[src/rtl/or1k_nop_trap_pkg.sv]
// Shared constants for the l.nop service-trap side channel: opcode prefix,
// service codes and FSM state encoding.
package or1k_nop_pkg;

   localparam logic [15:0] NOP_PREFIX  = 16'h1500;
   localparam logic [15:0] NOP_EXIT    = 16'h0001;
   localparam logic [15:0] NOP_REPORT  = 16'h0002;
   localparam logic [15:0] NOP_PUTC    = 16'h0004;
   localparam logic [15:0] NOP_CNT_CLR = 16'h0005;

   typedef enum logic {
      RUN    = 1'b0,
      EXITED = 1'b1
   } state_e;

   function automatic logic is_nop_trap(input logic [31:0] insn);
      return insn[31:16] == NOP_PREFIX;
   endfunction

endpackage

[src/rtl/or1k_nop_trap_if.sv]
// Retired-instruction input, trap results and console character handshake
// between the writeback stage / console sink and the nop trap block.
interface or1k_nop_trap_if #(
   parameter int CNT_W = 64
);
   logic             insn_valid_i;
   logic [31:0]      insn_i;
   logic [31:0]      r3_i;
   logic             exit_o;
   logic [31:0]      exit_code_o;
   logic             report_valid_o;
   logic [31:0]      report_data_o;
   logic             char_valid_o;
   logic [7:0]       char_o;
   logic             char_ready_i;
   logic             char_overflow_o;
   logic [CNT_W-1:0] retired_cnt_o;

   modport master (
      output insn_valid_i, insn_i, r3_i, char_ready_i,
      input  exit_o, exit_code_o, report_valid_o, report_data_o,
             char_valid_o, char_o, char_overflow_o, retired_cnt_o
   );

   modport slave (
      input  insn_valid_i, insn_i, r3_i, char_ready_i,
      output exit_o, exit_code_o, report_valid_o, report_data_o,
             char_valid_o, char_o, char_overflow_o, retired_cnt_o
   );
endinterface

[src/rtl/or1k_nop_trap_char_fifo.sv]
// Synchronous register-array FIFO; pointers carry one extra wrap bit so that
// full and empty are distinguishable without a separate count.
module nop_char_fifo #(
   parameter int DEPTH = 16,
   parameter int WIDTH = 8
) (
   input  logic             clk,
   input  logic             rst_n,
   input  logic             push,
   input  logic [WIDTH-1:0] din,
   output logic             full,
   input  logic             pop,
   output logic [WIDTH-1:0] dout,
   output logic             empty
);
   localparam int AW    = $clog2(DEPTH);
   localparam int PTR_W = AW + 1;

   logic [WIDTH-1:0] mem [DEPTH];
   logic [PTR_W-1:0] wr_ptr;
   logic [PTR_W-1:0] rd_ptr;
   logic             do_push;
   logic             do_pop;

   assign empty = (wr_ptr == rd_ptr);
   assign full  = (wr_ptr[AW] != rd_ptr[AW]) && (wr_ptr[AW-1:0] == rd_ptr[AW-1:0]);
   assign do_pop  = pop && !empty;
   // A pop frees the head slot in the same edge, so a full FIFO can still accept.
   assign do_push = push && (!full || do_pop);
   // Contents are never reset; gating on empty keeps the head at zero instead.
   assign dout = empty ? '0 : mem[rd_ptr[AW-1:0]];

   always_ff @(posedge clk) begin
      if (do_push) mem[wr_ptr[AW-1:0]] <= din;
   end

   always_ff @(posedge clk) begin
      if (!rst_n) begin
         wr_ptr <= '0;
         rd_ptr <= '0;
      end else begin
         if (do_push) wr_ptr <= wr_ptr + PTR_W'(1);
         if (do_pop)  rd_ptr <= rd_ptr + PTR_W'(1);
      end
   end
endmodule

[src/rtl/or1k_nop_trap.sv]
// Decodes l.nop service traps from the retired-instruction stream into exit,
// report and console-character side channels, and counts retirements.
module or1k_nop_trap
   import or1k_nop_pkg::*;
#(
   parameter int FIFO_DEPTH = 16,
   parameter int CNT_W      = 64
) (
   input  logic          clk,
   input  logic          rst_n,
   or1k_nop_trap_if.slave bus
);
   state_e           state;
   logic             exit_q;
   logic [31:0]      exit_code_q;
   logic             report_vld_q;
   logic [31:0]      report_data_q;
   logic             overflow_q;
   logic [CNT_W-1:0] cnt_q;

   logic             is_trap;
   logic [15:0]      k;
   logic             act;
   logic             do_exit;
   logic             do_report;
   logic             do_putc;
   logic             do_clr;
   logic             fifo_full;
   logic             fifo_empty;
   logic [7:0]       fifo_dout;

   // Once EXITED, retirements are ignored completely; only reset leaves it.
   assign is_trap   = is_nop_trap(bus.insn_i);
   assign k         = bus.insn_i[15:0];
   assign act       = bus.insn_valid_i && (state == RUN);
   assign do_exit   = act && is_trap && (k == NOP_EXIT);
   assign do_report = act && is_trap && (k == NOP_REPORT);
   assign do_putc   = act && is_trap && (k == NOP_PUTC);
   assign do_clr    = act && is_trap && (k == NOP_CNT_CLR);

   nop_char_fifo #(
      .DEPTH (FIFO_DEPTH),
      .WIDTH (8)
   ) u_fifo (
      .clk   (clk),
      .rst_n (rst_n),
      .push  (do_putc),
      .din   (bus.r3_i[7:0]),
      .full  (fifo_full),
      .pop   (bus.char_ready_i),
      .dout  (fifo_dout),
      .empty (fifo_empty)
   );

   always_ff @(posedge clk) begin
      if (!rst_n) begin
         state         <= RUN;
         exit_q        <= 1'b0;
         exit_code_q   <= '0;
         report_vld_q  <= 1'b0;
         report_data_q <= '0;
         overflow_q    <= 1'b0;
         cnt_q         <= '0;
      end else begin
         report_vld_q <= do_report;
         if (do_report) report_data_q <= bus.r3_i;
         if (do_exit) begin
            state       <= EXITED;
            exit_q      <= 1'b1;
            exit_code_q <= bus.r3_i;
         end
         // The clearing instruction itself is not counted.
         if (act) cnt_q <= do_clr ? '0 : cnt_q + CNT_W'(1);
         if (do_putc && fifo_full && !bus.char_ready_i) overflow_q <= 1'b1;
      end
   end

   assign bus.exit_o          = exit_q;
   assign bus.exit_code_o     = exit_code_q;
   assign bus.report_valid_o  = report_vld_q;
   assign bus.report_data_o   = report_data_q;
   assign bus.char_valid_o    = !fifo_empty;
   assign bus.char_o          = fifo_dout;
   assign bus.char_overflow_o = overflow_q;
   assign bus.retired_cnt_o   = cnt_q;
endmodule

[src/flat_wrapper.sv]
// flat-port wrapper written by rule: the top's interface ports become plain ports
module or1k_nop_trap_flat import or1k_nop_pkg::*;
#(
   parameter int FIFO_DEPTH = 16,
   parameter int CNT_W      = 64
)
  (clk, rst_n, bus_insn_valid_i, bus_insn_i, bus_r3_i, bus_char_ready_i, bus_exit_o, bus_exit_code_o, bus_report_valid_o, bus_report_data_o, bus_char_valid_o, bus_char_o, bus_char_overflow_o, bus_retired_cnt_o);
  or1k_nop_trap_if #(.CNT_W(CNT_W)) bus_i ();
  input  logic clk;
  input  logic rst_n;
  input wire logic [$bits(bus_i.insn_valid_i)-1:0] bus_insn_valid_i;
  input wire logic [$bits(bus_i.insn_i)-1:0] bus_insn_i;
  input wire logic [$bits(bus_i.r3_i)-1:0] bus_r3_i;
  input wire logic [$bits(bus_i.char_ready_i)-1:0] bus_char_ready_i;
  output wire logic [$bits(bus_i.exit_o)-1:0] bus_exit_o;
  output wire logic [$bits(bus_i.exit_code_o)-1:0] bus_exit_code_o;
  output wire logic [$bits(bus_i.report_valid_o)-1:0] bus_report_valid_o;
  output wire logic [$bits(bus_i.report_data_o)-1:0] bus_report_data_o;
  output wire logic [$bits(bus_i.char_valid_o)-1:0] bus_char_valid_o;
  output wire logic [$bits(bus_i.char_o)-1:0] bus_char_o;
  output wire logic [$bits(bus_i.char_overflow_o)-1:0] bus_char_overflow_o;
  output wire logic [$bits(bus_i.retired_cnt_o)-1:0] bus_retired_cnt_o;
  assign bus_i.insn_valid_i = bus_insn_valid_i;
  assign bus_i.insn_i = bus_insn_i;
  assign bus_i.r3_i = bus_r3_i;
  assign bus_i.char_ready_i = bus_char_ready_i;
  assign bus_exit_o = bus_i.exit_o;
  assign bus_exit_code_o = bus_i.exit_code_o;
  assign bus_report_valid_o = bus_i.report_valid_o;
  assign bus_report_data_o = bus_i.report_data_o;
  assign bus_char_valid_o = bus_i.char_valid_o;
  assign bus_char_o = bus_i.char_o;
  assign bus_char_overflow_o = bus_i.char_overflow_o;
  assign bus_retired_cnt_o = bus_i.retired_cnt_o;
  or1k_nop_trap #(.FIFO_DEPTH(FIFO_DEPTH), .CNT_W(CNT_W)) u_core (.clk(clk), .rst_n(rst_n), .bus(bus_i));
endmodule
[config.mk]
export PLATFORM = sky130hd
export DESIGN_NAME = or1k_nop_trap_flat
export DESIGN_NICKNAME = d
export VERILOG_FILES = /design/src/rtl/or1k_nop_trap_pkg.sv /design/src/rtl/or1k_nop_trap_if.sv /design/src/rtl/or1k_nop_trap_char_fifo.sv /design/src/rtl/or1k_nop_trap.sv /design/src/flat_wrapper.sv
export SDC_FILE = /design/constraint.sdc
export NUM_CORES = 1
export LEC_CHECK = 0
export CAP_MARGIN = 20
export CORE_ASPECT_RATIO = 1.2
export CORE_MARGIN = 5
export CORE_UTILIZATION = 52
export DETAILED_ROUTE_END_ITERATION = 8
export PLACE_DENSITY = 0.81
export SETUP_SLACK_MARGIN = 0.2
export SLEW_MARGIN = 15
export SYNTH_ARGS = -nofsm -noshare
export SYNTH_HDL_FRONTEND = slang
export SYNTH_SLANG_ARGS = --single-unit
[constraint.sdc]
create_clock -name clk -period 4.3 [get_ports clk]
set_input_delay 1.075 -clock clk [delete_from_list [all_inputs] [get_ports clk]]
set_output_delay 1.075 -clock clk [all_outputs]
set_load 0.05 [all_outputs]
# Yosys cells after proc, flatten, opt, wreduce, memory -nomap -nowiden
# Memories as Yosys holds them, arrays and structs flattened. A register that Yosys moved wholly into a read port is not among the register bits.
# Cells that the tools add are included.
[op_classes]
n_bitwise = 1
n_addsub = 3
mux = 6
eq_ne = 8
n_reduce_logical = 15
[ops]
columns = ["op", "count"]
rows = [
  ["adder 64 x 1 -> 64 bit (second input constant)", 1],
  ["two-way mux 64 bit", 1],
  ["== test 16 x 3 -> 1 bit (second input constant)", 2],
  ["== test 16 x 1 -> 1 bit (second input constant)", 1],
  ["== test 16 x 13 -> 1 bit (second input constant)", 1],
  ["== test 16 x 2 -> 1 bit (second input constant)", 1],
  ["logical AND 1 bit", 11],
  ["adder 5 x 1 -> 5 bit (second input constant)", 2],
  ["two-way mux 4 bit", 2],
  ["two-way mux 8 bit", 1],
  ["== test 5 bit", 1],
  ["== test 4 bit", 1],
  ["zero test 1 bit", 3],
  ["two-way mux 1 bit", 2],
  ["logical OR 1 bit", 1],
  ["!= test 1 bit", 1],
  ["NOT 1 bit", 1],
]
[totals]
elab_cells = 42
ram_bits = 128
output_inout_bits = 140
n_memories = 1
in_bits = 68
reg_bits = 141
[mem_list]
columns = ["name", "words", "width", "read_ports", "rd_ports_with_merged_regs", "write_ports", "line", "source"]
rows = [
  ["u_core.u_fifo.mem", 16, 8, 1, 1, 1, "or1k_nop_trap_char_fifo.sv:19", "logic [WIDTH-1:0] mem [DEPTH];"],
]

# Logic depth before layout (Yosys ltp)
# Gate-level depths: netlist of the first run.
[depth]
ltp_word = 7
mapped_depth = 8
ltp_nobuf = 6

# By module
# A second synthesis of the first run with hierarchy kept.
[hier_totals]
hier_cells = 992
area_unflattened_um2 = 11399.7
[modules_own_cells]
columns = ["mod", "instances", "cells_each", "seq_area_each_um2", "area_per_inst_um2"]
rows = [
  ["nop_char_fifo", 1, 312, 4124.0, 5716.7],
  ["or1k_nop_trap", 1, 680, 2622.5, 5683.0],
]

# Worst setup path after synthesis of the first run
# Ideal clock, no wire load.
[synth_path]
path_kind = "input port to flip-flop"
startpoint = "input bus_insn_i[16]"
endpoint = "memory u_core.u_fifo.mem[0][0] (enable)"
slack_ps = 615
path_buffers = 0
required_time_ps = 3917
stages = 5
setup_ps = 383
t_arrival_ps = 3302
path_cell_list = "nor4_1 > nand4_1 > a2111oi_1 > nand2_1 > nor3_1"
[synth_between]
elab_chain_len = 6
[synth_rtl]
columns = ["element", "line", "source"]
rows = [
  ["start, declared", "flat_wrapper.sv:12", "input wire logic [$bits(bus_i.insn_i)-1:0] bus_insn_i;"],
  ["== test 16 x 13 -> 1 bit", "or1k_nop_trap_pkg.sv:17", "return insn[31:16] == NOP_PREFIX;"],
  ["logical AND 1 bit (2 in series)", "or1k_nop_trap.sv:38", "assign do_putc = act && is_trap && (k == NOP_PUTC);"],
  ["logical AND 1 bit", "or1k_nop_trap_char_fifo.sv:29", "assign do_push = push && (!full || do_pop);"],
  ["two-way mux 1 bit", "or1k_nop_trap_char_fifo.sv:34", "if (do_push) mem[wr_ptr[AW-1:0]] <= din;"],
  ["two-way mux 1 bit (not written as such)", "or1k_nop_trap_char_fifo.sv:34", ""],
  ["end, declared", "or1k_nop_trap_char_fifo.sv:19", ""],
]
# Every way passes these cells.

# Worst setup path after layout of the first run
[layout_path]
startpoint = "register u_core.u_fifo.wr_ptr[2]"
endpoint = "output bus_char_valid_o"
[layout_between]
elab_chain_len = 2
[layout_rtl]
columns = ["element", "line", "source"]
rows = [
  ["start, declared", "or1k_nop_trap_char_fifo.sv:20", "logic [PTR_W-1:0] wr_ptr;"],
  ["start signal, assigned", "or1k_nop_trap_char_fifo.sv:42", "if (do_push) wr_ptr <= wr_ptr + PTR_W'(1);"],
  ["== test 5 bit", "or1k_nop_trap_char_fifo.sv:25", "assign empty = (wr_ptr == rd_ptr);"],
  ["zero test 1 bit", "or1k_nop_trap.sv:82", "assign bus.char_valid_o = !fifo_empty;"],
  ["end, declared", "flat_wrapper.sv:19", "output wire logic [$bits(bus_i.char_valid_o)-1:0] bus_char_valid_o;"],
]
# Every way passes these cells.

==> flow_metrics.env, run 1 <==
export IMPL_wl_per_cell_um=18.89
export IMPL_die_h_um=169.8
export IMPL_grtUsageTotal_pct=22.12
export IMPL_finalCritPeriodShare_pct=90.90
export IMPL_cp_end_kind="output port"
export IMPL_rsz0062_at_grt="no"
export IMPL_tns_ps=0
export IMPL_grt_ovfl_total=0
export IMPL_stdcell_count=1435
export IMPL_critPathLaunchType="flop"
export IMPL_cp_required_ps=3220
export IMPL_max_cap_violations=0
export IMPL_p_per_area_nw_per_um2=353.6
export IMPL_yosys_register_bits=273
export IMPL_synth_fp_nets=1007
export IMPL_tritoncts="done"
export IMPL_placed_area_um2=13520
export IMPL_fmax_mhz=255.9
export IMPL_netlist_area_um2=11060
export IMPL_layout_min_cycle_time_ps=3909
export IMPL_cp_max_fo=12
export IMPL_numPortBuffers=207
export IMPL_wl_met3_mm=1.890
export IMPL_grt_max_degree=64
export IMPL_cts_buffers=26
export IMPL_htreeDepth=1
export IMPL_ys_warn_count=0
export IMPL_critPathKind="flop to output port"
export IMPL_relSlewSlack_pct=47.93
export IMPL_synth_area_leaders="edfxtp_1, dfxtp_1, mux4_2"
export IMPL_highest_layer="met4"
export IMPL_hp_class="flop to flop"
export IMPL_ios=208
export IMPL_maxSlewViolCount=0
export IMPL_met1_length_mm=10.57
export IMPL_netlist_instances=933
export IMPL_post_cts_buffers=0
export IMPL_grt_pass1_wl_mm=42.72
export IMPL_diodes=0
export IMPL_dr_total_vias=7995
export IMPL_max_clock_path_buffers=3
export IMPL_wirelength_mm=27.11
export IMPL_synth_avg_cell_area_um2=11.86
export IMPL_setup_viol=0
export IMPL_antenna_found_initial=0
export IMPL_drive_gt1_share_pct=10.64
export IMPL_cts_hold_buf=0
export IMPL_rows=58
export IMPL_dr_pass1_iters=5
export IMPL_core_um2=20970
export IMPL_grt_pass1_vias=8028
export IMPL_gp_congestion=0.7905
export IMPL_status="finished, final reports clean"
export IMPL_dieArea_um2=24310
export IMPL_total_leakage_power_nw=4.825
export IMPL_final_area_um2=14370
export IMPL_vias_per_cell=5.571
export IMPL_synth_top_area_share_pct=34.74
export IMPL_ys_types=44
export IMPL_dpl_hpwl_mm=18.60
export IMPL_root_buffer="clkbuf_16"
export IMPL_reg2reg_slack_ps=1500
export IMPL_cts_sinks=273
export IMPL_synth_seq_area_share_pct=60.97
export IMPL_clkTransAtPathRegs_ps=60
export IMPL_worstMarginPinSlew_ps=778.7
export IMPL_drt_iter0_markers=484
export IMPL_hold_viol=0
export IMPL_start_util_pct=52.76
export IMPL_dieWidth_um=143.2
export IMPL_met2_length_mm=13.98
export IMPL_area_growth_pct=29.87
export IMPL_ant_nets=0
export IMPL_clock_skew_ps=23.55
export IMPL_synth_top_area_cell="edfxtp_1"
export IMPL_ir_drop_v=0.0003222
export IMPL_clkLatencyLatePin_ps=540
export IMPL_drcViolationCount=0
export IMPL_crit_arrival_ps=2830
export IMPL_cts_resized=9
export IMPL_dp_cells=1387
export IMPL_nets=1219
export IMPL_whs_ps=448.8
-- metal layers --
metal,up-vias,GRT usage (%)
met5,-,0
met2,275,39.23
met3,40,5.214
met1,3891,26.68
li1,3789,-
met4,0,6.780
-- cells in the mapped netlist, drive strengths merged --
| master | n |
|---|---|
| or3b | 1 |
| edfxtp | 128 |
| buf | 11 |
| dfxtp | 145 |
| or2 | 1 |
| clkbuf | 42 |
| a21bo | 3 |
| a2111oi | 1 |
| nand2b | 2 |
| nor2b | 9 |
| nor4bb | 1 |
| mux2i | 32 |
| nand3b | 5 |
| or4 | 11 |
| a2111o | 1 |
| ha | 6 |
| a21o | 3 |
| nor4b | 1 |
| and4b | 1 |
| and4 | 10 |
| a21oi | 64 |
| and3 | 5 |
| a211oi | 1 |
| nand2 | 99 |
| nand4 | 28 |
| nor3 | 15 |
| xnor2 | 40 |
| or3 | 18 |
| xor2 | 12 |
| nor4 | 20 |
| and2 | 4 |
| nand3 | 25 |
| mux4 | 40 |
| inv | 18 |
| o21ai | 18 |
| nand4b | 1 |
| nor2 | 111 |
-- critical path, cell delays in order (launching register included) --
cell,delay (ps)
dfxtp_1,540
xor2_1,130
nor4_1,180
buf_4,200
and2_1,450
inv_1,70
clkdlybuf4s50_1,710
-- cell families (layout without fill, tap and decap cells) --
logic type	count (synthesis)	count (layout)	share of synthesized area, %
and+or+nand+nor	368	368	16.23
DFF	273	273	60.97
AOI/OAI and AO/OA	91	91	4.444
muxes	72	72	11.04
buffers and inverters	71	303	2.522
xor gates and xnor gates	52	52	4.116
adders and majority gates	6	6	0.6785
-- cell type report --
| class | count | area, um^2 |
|---|---|---|
| Sequential cell | 273 | 6748 |
| Fill cell | 1516 | 6604 |
| Multi-Input combinational cell | 589 | 4049 |
| Timing Repair Buffer | 237 | 2312 |
| Clock buffer | 32 | 724.4 |
| Tap cell | 270 | 337.8 |
| Clock inverter | 16 | 130.1 |
| Inverter | 18 | 67.56 |
-- power by group --
part / internal [mW] / total (mW) / switching, mW
sequential: 2.72 / 2.72 / 0.00315
clock: 1.26 / 2.22 / 0.961
combinational: 0.0663 / 0.136 / 0.0696
-- placed cells by master (no fill, tap or decap), types with 5 or more instances in the layout --
cell type | netlist | layout
a21oi_1 | 64 | 64
and4_1 | 9 | 9
buf_4 | 2 | 28
clkbuf_16 | 0 | 27
clkdlybuf4s50_1 | 0 | 199
clkinv_1 | 0 | 5
dfxtp_1 | 145 | 144
dlygate4sd2_1 | 0 | 8
edfxtp_1 | 128 | 128
ha_1 | 6 | 6
inv_1 | 17 | 17
mux2i_1 | 32 | 32
mux4_2 | 40 | 40
nand2_1 | 99 | 98
nand3_1 | 25 | 25
nand3b_1 | 5 | 5
nand4_1 | 27 | 27
nor2_1 | 111 | 111
nor2b_1 | 9 | 9
nor3_1 | 15 | 15
nor4_1 | 20 | 19
o21ai_0 | 18 | 18
or3_1 | 18 | 18
or4_1 | 11 | 10
xnor2_1 | 40 | 40
xor2_1 | 12 | 12
-- stage by stage --
stage,total power [mW],setup WS [ps],util (%)
floorplan,2.811,614.6,-
global placement,2.912,645.1,64.49
detailed placement,2.914,538.3,64.49
CTS,5.120,366.0,68.51
global route,5.249,213.7,68.51
finish,5.081,391.5,68.51
-- worst paths after layout --
check	depth (start not counted)	startpoint	endpoint
min reg2reg	2	u_core.bus.report_data_o[6]	u_core.bus.report_data_o[6]
max reg2reg	5	u_core.bus.retired_cnt_o[18]	u_core.bus.retired_cnt_o[59]
max	6	u_core.u_fifo.wr_ptr[2]	bus_char_valid_o
min	2	u_core.bus.report_data_o[6]	u_core.bus.report_data_o[6]
-- state kept, by name, indices dropped and copies added (netlist names), named ones only --
signal and cells:
u_core.u_fifo.mem 128, u_core.bus.retired_cnt_o 64, u_core.bus.exit_code_o 32, u_core.bus.report_data_o 32
u_core.u_fifo.rd_ptr 5, u_core.u_fifo.wr_ptr 5, u_core.bus.char_overflow_o 1, u_core.bus.exit_o 1
u_core.bus.report_valid_o 1
(Power assumes the default switching activity.)
==> run 2, diff against run 1 <==
--- a/config.mk
+++ b/config.mk
@@ -12,6 +12,7 @@
 export DETAILED_ROUTE_END_ITERATION = 8
 export PLACE_DENSITY = 0.81
 export SETUP_SLACK_MARGIN = 0.2
+export SKIP_CTS_REPAIR_TIMING = 1
 export SLEW_MARGIN = 15
 export SYNTH_ARGS = -nofsm -noshare
 export SYNTH_HDL_FRONTEND = slang
==> run 2 against run 1 <==
  * Maximum frequency shrank 5.0%
  * Global-route usage barely moved
  * Sequential power about the same
  * Register-to-register slack is essentially flat
  * First-iteration DRC count decreased by 5.4%
  * Via count is 0.15% higher
  * Worst setup slack lost 200 ps
  * Worst hold slack about the same
  * Non-clock buffer count stayed put
  * Critical endpoint is now bus_char_o[6]
  * Largest power group unchanged
==> flow_metrics.env, run 2 (same netlist as run 1, synthesis figures left out) <==
export IMPL_status="finished, final reports clean"
export IMPL_rsz0062_at_grt="yes"
export IMPL_cp_required_ps=3220
export IMPL_hp_class="flop to flop"
export IMPL_dieArea_um2=24310
export IMPL_cp_max_fo=32
export IMPL_antenna_found_initial=0
export IMPL_diodes=0
export IMPL_cts_buffers=26
export IMPL_p_sw_share_pct=20.30
export IMPL_r2r_start="u_core.bus.retired_cnt_o[18]"
export IMPL_grt_pass1_wl_mm=42.71
export IMPL_grtUsageTotal_pct=22.11
export IMPL_dieWidth_um=143.2
export IMPL_largest_reg_flops=128
export IMPL_mostFrequentLayoutCell="clkdlybuf4s50_1"
export IMPL_ir_drop_v=0.0003210
export IMPL_finalCritPeriodShare_pct=95.63
export IMPL_pwr_share_seq_pct=53.6
export IMPL_maxSlewViolCount=0
export IMPL_clock_skew_ps=23.00
export IMPL_setup_viol=0
export IMPL_cp_end_kind="output port"
export IMPL_critPathLaunchType="flop"
export IMPL_die_h_um=169.8
export IMPL_slowest_delay_ps=720
export IMPL_clkTransAtPathRegs_ps=60
export IMPL_htreeDepth=1
export IMPL_area_growth_pct=30.11
export IMPL_numPortBuffers=207
export IMPL_cp_common_cell="mux4_2"
export IMPL_placed_area_um2=13520
export IMPL_crit_buf_inv=2
export IMPL_crit_chain="buf_12 -> mux4_2 -> mux4_2 -> nor2b_1 -> clkdlybuf4s50_1"
export IMPL_grt_ovfl_total=0
export IMPL_final_area_um2=14400
export IMPL_utilization_pct=68.64
export IMPL_ant_nets=0
export IMPL_root_buffer="clkbuf_16"
export IMPL_tritoncts="done"
export IMPL_worstHoldStart="u_core.bus.report_data_o[6]"
export IMPL_vias_per_cell=5.580
export IMPL_nFillCells=1514
export IMPL_pwr_share_clk_pct=43.7
export IMPL_dr_pass1_iters=6
export IMPL_whs_ps=448.9
export IMPL_dr_total_vias=8007
export IMPL_critPathKind="flop to output port"
export IMPL_drcViolationCount=0
export IMPL_grt_pass1_vias=8026
export IMPL_switching_power_mw=1.031
export IMPL_clkLatencyLatePin_ps=540
export IMPL_core_um2=20970
export IMPL_layout_common_cells="clkdlybuf4s50_1, dfxtp_1, edfxtp_1, nor2_1, nand2_1"
export IMPL_reg2reg_slack_ps=1490
export IMPL_layout_min_cycle_time_ps=4112
export IMPL_max_clock_path_buffers=3
export IMPL_rr_endpoint="u_core.bus.retired_cnt_o[59]"
export IMPL_cts_sinks=273
export IMPL_gp_congestion=0.7905
export IMPL_start_util_pct=52.76
export IMPL_drt_iter0_markers=458
export IMPL_max_cap_violations=0
export IMPL_r2r_cells=5
export IMPL_total_leakage_power_nw=4.917
export IMPL_dpl_hpwl_mm=18.60
export IMPL_drive_gt1_share_pct=10.64
export IMPL_cpLargestDelayFamily="multiplexers"
export IMPL_worstMarginPinSlew_ps=784.0
export IMPL_relSlewSlack_pct=47.57
export IMPL_tns_ps=0
export IMPL_wirelength_mm=27.20
export IMPL_hold_viol=0
export IMPL_min_path_cells=2
export IMPL_nets=1219
export IMPL_grt_max_degree=64
export IMPL_p_per_area_nw_per_um2=352.7
export IMPL_wl_per_cell_um=18.95
export IMPL_crit_arrival_ps=3040
export IMPL_fmax_mhz=243.2
export IMPL_whs_endpoint="u_core.bus.report_data_o[6]"
export IMPL_rows=58
export IMPL_p_int_mw=4.047
export IMPL_combPwrFrac_pct=2.7
export IMPL_ios=208
export IMPL_cp_slowest_cell="clkdlybuf4s50_1"
==> run 2: cell types whose count changed in the layout (fill, tap and decap cells not counted) <==
| cell | change |
|---|---|
| dlygate4sd2_1 | -8 |
| dlymetal6s2s_1 | +7 |
| clkdlybuf4s50_1 | +1 |
==> run 2: through the flow <==
stage	setup slack, ps	power (mW)	std cells
floorplan	614.6	2.811	933
global placement	645.1	2.912	1387
detailed placement	538.3	2.914	1387
CTS	92.24	5.120	1435
global route	86.41	5.249	1435
finish	187.8	5.077	1435
==> run 2: worst max-delay path by stage <==
stage | startpoint | end | slack, ps | depth (start not counted)
after floorplan | bus_insn_i[16] | u_core.u_fifo.mem[0][0] | 610 | 5
after global placement | bus_insn_i[29] | u_core.u_fifo.mem[15][4] | 650 | 5
after detailed placement | bus_insn_i[29] | u_core.u_fifo.mem[7][5] | 540 | 8
after CTS | flop | bus_char_o[7] | 90 | 5
after global routing | flop | bus_char_o[6] | 90 | 5
final | flop | bus_char_o[6] | 190 | 5
==> run 2: final cells by class <==
type                       instances  area (um^2)  area share [%]
sequential                       273         6748           46.87
multi-input combinational        589         4049           28.12
timing repair buffer             237         2340           16.25
clock buffer                      32        724.4           5.032
tap                              270        337.8           2.347
clock inverter                    16        130.1          0.9039
inverter                          18        67.56          0.4693
==> run 2: worst min-delay path: stages (launching register included) <==
cell and delay, ps:
dfxtp_1 310, nand2_1 50, a21oi_1 50
==> run 2: power groups by stage <==
stage                     clock network (mW)  registers [mW]  logic [mW]
after floorplan                            0            2.78      0.0280
after global placement                     0            2.78       0.135
after detailed placement                   0            2.78       0.137
after CTS                               2.26            2.72       0.137
after global routing                    2.39            2.72       0.145
final                                   2.22            2.72       0.136
==> run 2: layer usage <==
layer	vias up	share of wire, %	global-route usage [%]
li1	3791	-	-
met1	3904	39	26.66
met2	265	51	39.23
met3	47	6.8	5.214
met4	0	2.8	6.780
met5	-	0	0
